`src/rtl/instruction_fetch.sv`:
```
`default_nettype none
// ============================================================================
// instruction_fetch : RV32I fetch stage with credit-limited imem requests,
// response queue and an IF/ID output register.  Rev 1.0
// ============================================================================
module instruction_fetch #(
  parameter int unsigned           DATA_WIDTH = 32,
  parameter logic [DATA_WIDTH-1:0] RESET_PC   = '0,
  parameter int unsigned           FIFO_DEPTH = 2
) (
  input  logic                  clk,
  input  logic                  rst_n,
  input  logic                  clk_en,
  input  logic                  i_flush,
  input  logic [DATA_WIDTH-1:0] i_flush_target,
  output logic                  o_imem_req,
  output logic [DATA_WIDTH-1:0] o_imem_addr,
  input  logic                  i_imem_gnt,
  input  logic                  i_imem_rvalid,
  input  logic [DATA_WIDTH-1:0] i_imem_rdata,
  output logic [DATA_WIDTH-1:0] o_if_inst,
  output logic [DATA_WIDTH-1:0] o_if_pc,
  output logic                  o_if_valid
);

  localparam int AW = (FIFO_DEPTH > 1) ? $clog2(FIFO_DEPTH) : 1;
  localparam int CW = $clog2(FIFO_DEPTH + 1);
  localparam logic [DATA_WIDTH-1:0] NOP = DATA_WIDTH'(32'h0000_0013);

  logic [DATA_WIDTH-1:0] pc_q, pc_d;
  logic [CW-1:0]         out_q, out_d, drop_q, drop_d, iq_cnt_q, iq_cnt_d;
  logic [AW-1:0]         pcf_wr_q, pcf_wr_d, pcf_rd_q, pcf_rd_d;
  logic [AW-1:0]         iq_wr_q, iq_wr_d, iq_rd_q, iq_rd_d;
  logic [DATA_WIDTH-1:0] inst_q, inst_d, ifpc_q, ifpc_d;
  logic                  valid_q, valid_d;

  logic [DATA_WIDTH-1:0] pcf_q     [FIFO_DEPTH];
  logic [DATA_WIDTH-1:0] iq_inst_q [FIFO_DEPTH];
  logic [DATA_WIDTH-1:0] iq_pc_q   [FIFO_DEPTH];

  logic [CW:0]           w_inflight;
  logic                  w_grant, w_drop, w_accept, w_pop, w_bypass, w_push;
  logic [DATA_WIDTH-1:0] w_rsp_pc;

  // Credit covers outstanding requests (including ones that will be dropped) plus queued words.
  assign w_inflight  = {1'b0, out_q} + {1'b0, iq_cnt_q};
  assign o_imem_req  = rst_n && !i_flush && (w_inflight < (CW+1)'(FIFO_DEPTH));
  assign o_imem_addr = pc_q;

  assign w_grant  = o_imem_req && i_imem_gnt;
  assign w_drop   = i_imem_rvalid && (drop_q != '0);
  assign w_accept = i_imem_rvalid && !w_drop && !i_flush;
  assign w_rsp_pc = pcf_q[pcf_rd_q];
  assign w_pop    = clk_en && !i_flush && (iq_cnt_q != '0);
  assign w_bypass = clk_en && (iq_cnt_q == '0) && w_accept;
  assign w_push   = w_accept && !w_bypass;

  always_comb begin
    pc_d     = pc_q;
    out_d    = out_q + CW'(w_grant) - CW'(i_imem_rvalid);
    drop_d   = drop_q;
    pcf_wr_d = pcf_wr_q;
    pcf_rd_d = pcf_rd_q;
    iq_wr_d  = iq_wr_q;
    iq_rd_d  = iq_rd_q;
    iq_cnt_d = iq_cnt_q;
    inst_d   = inst_q;
    ifpc_d   = ifpc_q;
    valid_d  = valid_q;
    if (i_flush) begin
      // No grant is possible while flushing, so out_d is exactly what is still in flight.
      pc_d     = i_flush_target & ~(DATA_WIDTH'(3));
      drop_d   = out_d;
      pcf_wr_d = '0;
      pcf_rd_d = '0;
      iq_wr_d  = '0;
      iq_rd_d  = '0;
      iq_cnt_d = '0;
      inst_d   = NOP;
      valid_d  = 1'b0;
    end else begin
      if (w_grant) begin
        pc_d     = pc_q + DATA_WIDTH'(4);
        pcf_wr_d = pcf_wr_q + 1'b1;
      end
      if (w_drop)   drop_d   = drop_q - 1'b1;
      if (w_accept) pcf_rd_d = pcf_rd_q + 1'b1;
      if (w_push)   iq_wr_d  = iq_wr_q + 1'b1;
      if (w_pop)    iq_rd_d  = iq_rd_q + 1'b1;
      iq_cnt_d = iq_cnt_q + CW'(w_push) - CW'(w_pop);
      if (clk_en) begin
        if (iq_cnt_q != '0) begin
          inst_d  = iq_inst_q[iq_rd_q];
          ifpc_d  = iq_pc_q[iq_rd_q];
          valid_d = 1'b1;
        end else if (w_accept) begin
          inst_d  = i_imem_rdata;
          ifpc_d  = w_rsp_pc;
          valid_d = 1'b1;
        end else begin
          inst_d  = NOP;
          valid_d = 1'b0;
        end
      end
    end
  end

  always_ff @(posedge clk or negedge rst_n) begin
    if (!rst_n) begin
      pc_q     <= RESET_PC;
      out_q    <= '0;
      drop_q   <= '0;
      pcf_wr_q <= '0;
      pcf_rd_q <= '0;
      iq_wr_q  <= '0;
      iq_rd_q  <= '0;
      iq_cnt_q <= '0;
      inst_q   <= NOP;
      ifpc_q   <= RESET_PC;
      valid_q  <= 1'b0;
    end else begin
      pc_q     <= pc_d;
      out_q    <= out_d;
      drop_q   <= drop_d;
      pcf_wr_q <= pcf_wr_d;
      pcf_rd_q <= pcf_rd_d;
      iq_wr_q  <= iq_wr_d;
      iq_rd_q  <= iq_rd_d;
      iq_cnt_q <= iq_cnt_d;
      inst_q   <= inst_d;
      ifpc_q   <= ifpc_d;
      valid_q  <= valid_d;
    end
  end

  always_ff @(posedge clk) begin
    if (w_grant) pcf_q[pcf_wr_q] <= pc_q;
    if (w_push) begin
      iq_inst_q[iq_wr_q] <= i_imem_rdata;
      iq_pc_q[iq_wr_q]   <= w_rsp_pc;
    end
  end

  assign o_if_inst  = inst_q;
  assign o_if_pc    = ifpc_q;
  assign o_if_valid = valid_q;

  a_no_orphan_rvalid: assert property (@(posedge clk) disable iff (!rst_n)
    i_imem_rvalid |-> (out_q != '0));

endmodule
`default_nettype wire

```
`config.mk`:
```
export PLATFORM = sky130hd
export DESIGN_NAME = instruction_fetch
export DESIGN_NICKNAME = d
export VERILOG_FILES = /design/src/rtl/instruction_fetch.sv
export SDC_FILE = /design/constraint.sdc
export NUM_CORES = 1
export LEC_CHECK = 0
export BUFFER_PORTS_ARGS = -buffer_cell sky130_fd_sc_hd__clkbuf_2
export CORE_UTILIZATION = 55
export CTS_CLUSTER_SIZE = 16
export DETAILED_ROUTE_END_ITERATION = 8
export HOLD_SLACK_MARGIN = 0.05
export PLACE_DENSITY = 0.77
export SLEW_MARGIN = 20
export SYNTH_ARGS = -nofsm -noshare
export SYNTH_HDL_FRONTEND = slang
export SYNTH_SLANG_ARGS = --single-unit
```
`constraint.sdc`:
```
create_clock -name clk -period 12.31 [get_ports clk]
set_input_delay 1.231 -clock clk [delete_from_list [all_inputs] [get_ports clk]]
set_output_delay 1.231 -clock clk [all_outputs]
set_load 0.01 [all_outputs]
```
==> metrics.txt <==
CP Class=primary input to output port; I/O pin count=168; clock buffer depth=3; Post-synth EDFFs=184; CP Capture Type=output port; initial antenna violation count=0; count of input and output buffers=161; Post-Syn Area per Cell=14.0 µm²; vias per cell=5.78; ANT cells=0; Final Setup Violations=0; number of global-route vias before repair=7,452; vias post-DR=7,437; Setup Buffers After CTS=0; Period minus WS final=3710 ps; switching part of the total power=26.3%; critical path data required time=11,080 ps; setup ws final=8600 ps; DR WL/cell=19.4 µm; P_int=1920 µW; Lkg Pwr=0.00537 µW; CTS tree=done; total stage count of the critical path=3; clock share of power=35.7%; post-synthesis register bit count=287; Relative slew margins=36.0%; worst skew pair latency=540 ps; layout cells sized above 1=26.5%; Synth warnings=0; Num Clock Sinks=287; Initial DRT Pass Iterations=4; startpoint types=primary input; Mapped Area=0.0117 mm²; Distinct cells, synth=50; critical path's slowest cell=clkbuf_2; initial core utilization=55.9%; Final period util=30.1%; Worst Path Arrival=2470 ps; Worst VDD drop=0.0926 mV; pin count of the biggest net entering global routing=63; post-cts sizing count=0; measured slew at the worst slew-check pin=960 ps; GRT overflow=0; Power Dens Cells=189 mW/mm²; Core Footprint=0.0210 mm²; Combinational Power Share=17.1%; nets@finish=1,067; Routed WL=25,000 µm; cell breakdown of the critical path=clkbuf_2, nor4b_1, clkbuf_2; Die ar.=0.0219 mm²; Synth Instances=837; delay-heaviest family, CP=buffers and inverters; ys async rst share=35.9%; r2r worst-path depth=6; ys flop type=edfxtp_1; Die H=148 µm; root cell of the clock tree=clkbuf_16; Placed Instance Area=0.0128 mm²; Reg power frac=47.2%; DP HPWL=15,500 µm; max-slew violations=0; status=completed; Worst-path clk slew=60 ps; unrepaired setup endpoints after global routing=no; endpoints failing hold=0; Area growth syn-to-layout=17.7%; first-pass GRT wire length=39,600 µm; worst hold path class=register to register; GRT Overall Usage=23.3%; TritonCTS buffer count=28; DRC viols=0; post-route cell area=0.0138 mm²; post-synthesis sequential area ratio=69.2%; CP max FO=51; setup total negative slack=0 ps; CP most frequent cell=clkbuf_2; GPL Wtd Cong=0.779; commonest non-fill, non-tap cell in the layout=edfxtp_1; row cnt=53; Max Cap Viol=0; number of H-tree levels=1; drt initial violations=446; commonest non-fill, non-tap cells in the layout=edfxtp_1 (184), clkbuf_2 (160), dfrtp_1 (99); Sw Pwr=686 µW; f_max=0.270 GHz; Post-CTS Hold Buffers=0; die width=148 µm; Worst Skew=11.6 ps; Place WS=8150 ps; worst path bufs/invs=2; Post-DRT Antenna Nets=0; crit-path max cell delay=520 ps; Hold Path Depth=2
## cells in the mapped netlist, types with 2 or more instances
master    count  area share, %
buf_6         4           0.38
nand3_1      17           0.73
dfstp_2       3           0.67
ha_1          6           0.64
edfxtp_1    184             47
a21oi_1      24            1.0
xnor2_1      14            1.0
dfrtp_1     100             21
mux2i_1      60            5.1
nand4_1       7           0.37
o31ai_1      11           0.71
o22ai_1       3           0.16
o21ai_0      37            1.6
and3_1        4           0.21
clkbuf_1     33            1.1
and2_1        3           0.16
xor2_1        4           0.30
or4_1        14           0.90
or3_1         6           0.32
o41ai_1       2           0.15
a22o_1       10           0.75
inv_1        15           0.48
a31oi_1      13           0.69
o31a_1        2           0.15
buf_1         9           0.29
nand2_1      52            1.7
nor2b_1       4           0.21
a41o_1       10           0.85
o211ai_1      2           0.13
mux2_2       33            3.2
buf_4         4           0.26
a221o_1      29            2.5
nand2b_1      4           0.21
nor3_1        4           0.17
nor4_1        5           0.27
nor2_1       88            2.8
o311ai_0      2           0.15
or2_2         3           0.16
## layout make-up
class / instances / area (µm²)
well taps: 275 / 344
clock buffers: 34 / 754
fillers: 1532 / 7180
clock inverters: 18 / 264
flip-flops and latches: 287 / 8110
inverters: 15 / 56.3
multi-input cells: 486 / 3350
repair buffers: 172 / 903
## per-stage QoR
stage               utilization (%)  std cells  hold WS [ps]  power (µW)
floorplan                         -        840           482        1520
global placement               60.8       1234           461        1680
detailed placement             60.9       1235           470        1700
CTS                            65.8       1287           484        2630
global route                   65.8       1287           520        2720
finish                         65.8       1287           474        2610
## metal layers
metal	vias up	GRT usage (%)	share of wire [%]
met3	36	4.14	6.5
met1	3661	31.5	42
met4	0	6.96	2.0
li1	3466	-	-
met2	274	38.8	49
met5	-	0	0
## path summary, 6_finish.rpt
kind                        startpoint               to  slack, ps
max                            i_flush       o_imem_req       8600
min                        o_if_pc[25]      o_if_pc[25]        470
max reg2reg                iq_cnt_q[0]  o_imem_addr[18]       8840
min reg2reg                o_if_pc[25]      o_if_pc[25]        470
max in group asynchronous        rst_n          iq_rd_q      10300
min in group asynchronous        rst_n  o_imem_addr[10]        740
## cells by family (layout without fill, tap and decap cells)
group	Yosys count	count (layout)	share of synthesized area (%)
flip-flops	287	287	69.2
AND/OR/NAND/NOR	216	216	8.65
AO/OA/AOI/OAI	148	148	9.01
multiplexers	93	93	8.30
buffers and inverters	67	239	2.62
XOR/XNOR	18	18	1.35
adder cells (fa/ha/maj)	7	7	0.812
other	1	4	0.0320
## state kept, by name, summed over array words and instances, names as in the netlist
name         flops
iq_pc_q         60
pcf_rd_q         1
o_if_inst       32
iq_inst_q       64
pcf_wr_q         1
iq_rd_q          1
o_if_pc         30
o_imem_addr     30
out_q            2
pcf_q           60
iq_wr_q          1
o_if_valid       1
drop_q           2
iq_cnt_q         2
## worst reg2reg max path, stage by stage, from the launching register on
cell,delay (ps)
dfrtp_1,480
and2_1,190
fa_1,480
nand4bb_1,500
or4_1,950
or4_1,560
a31oi_1,220
## power groups by stage
stage | combinational (µW) | clock, µW | sequential (µW)
floorplan | 261 | 0 | 1250
global placement | 429 | 0 | 1250
detailed placement | 448 | 0 | 1250
CTS | 451 | 947 | 1230
global route | 491 | 984 | 1240
finish | 445 | 932 | 1230
Power figures use the tool's default switching activity.
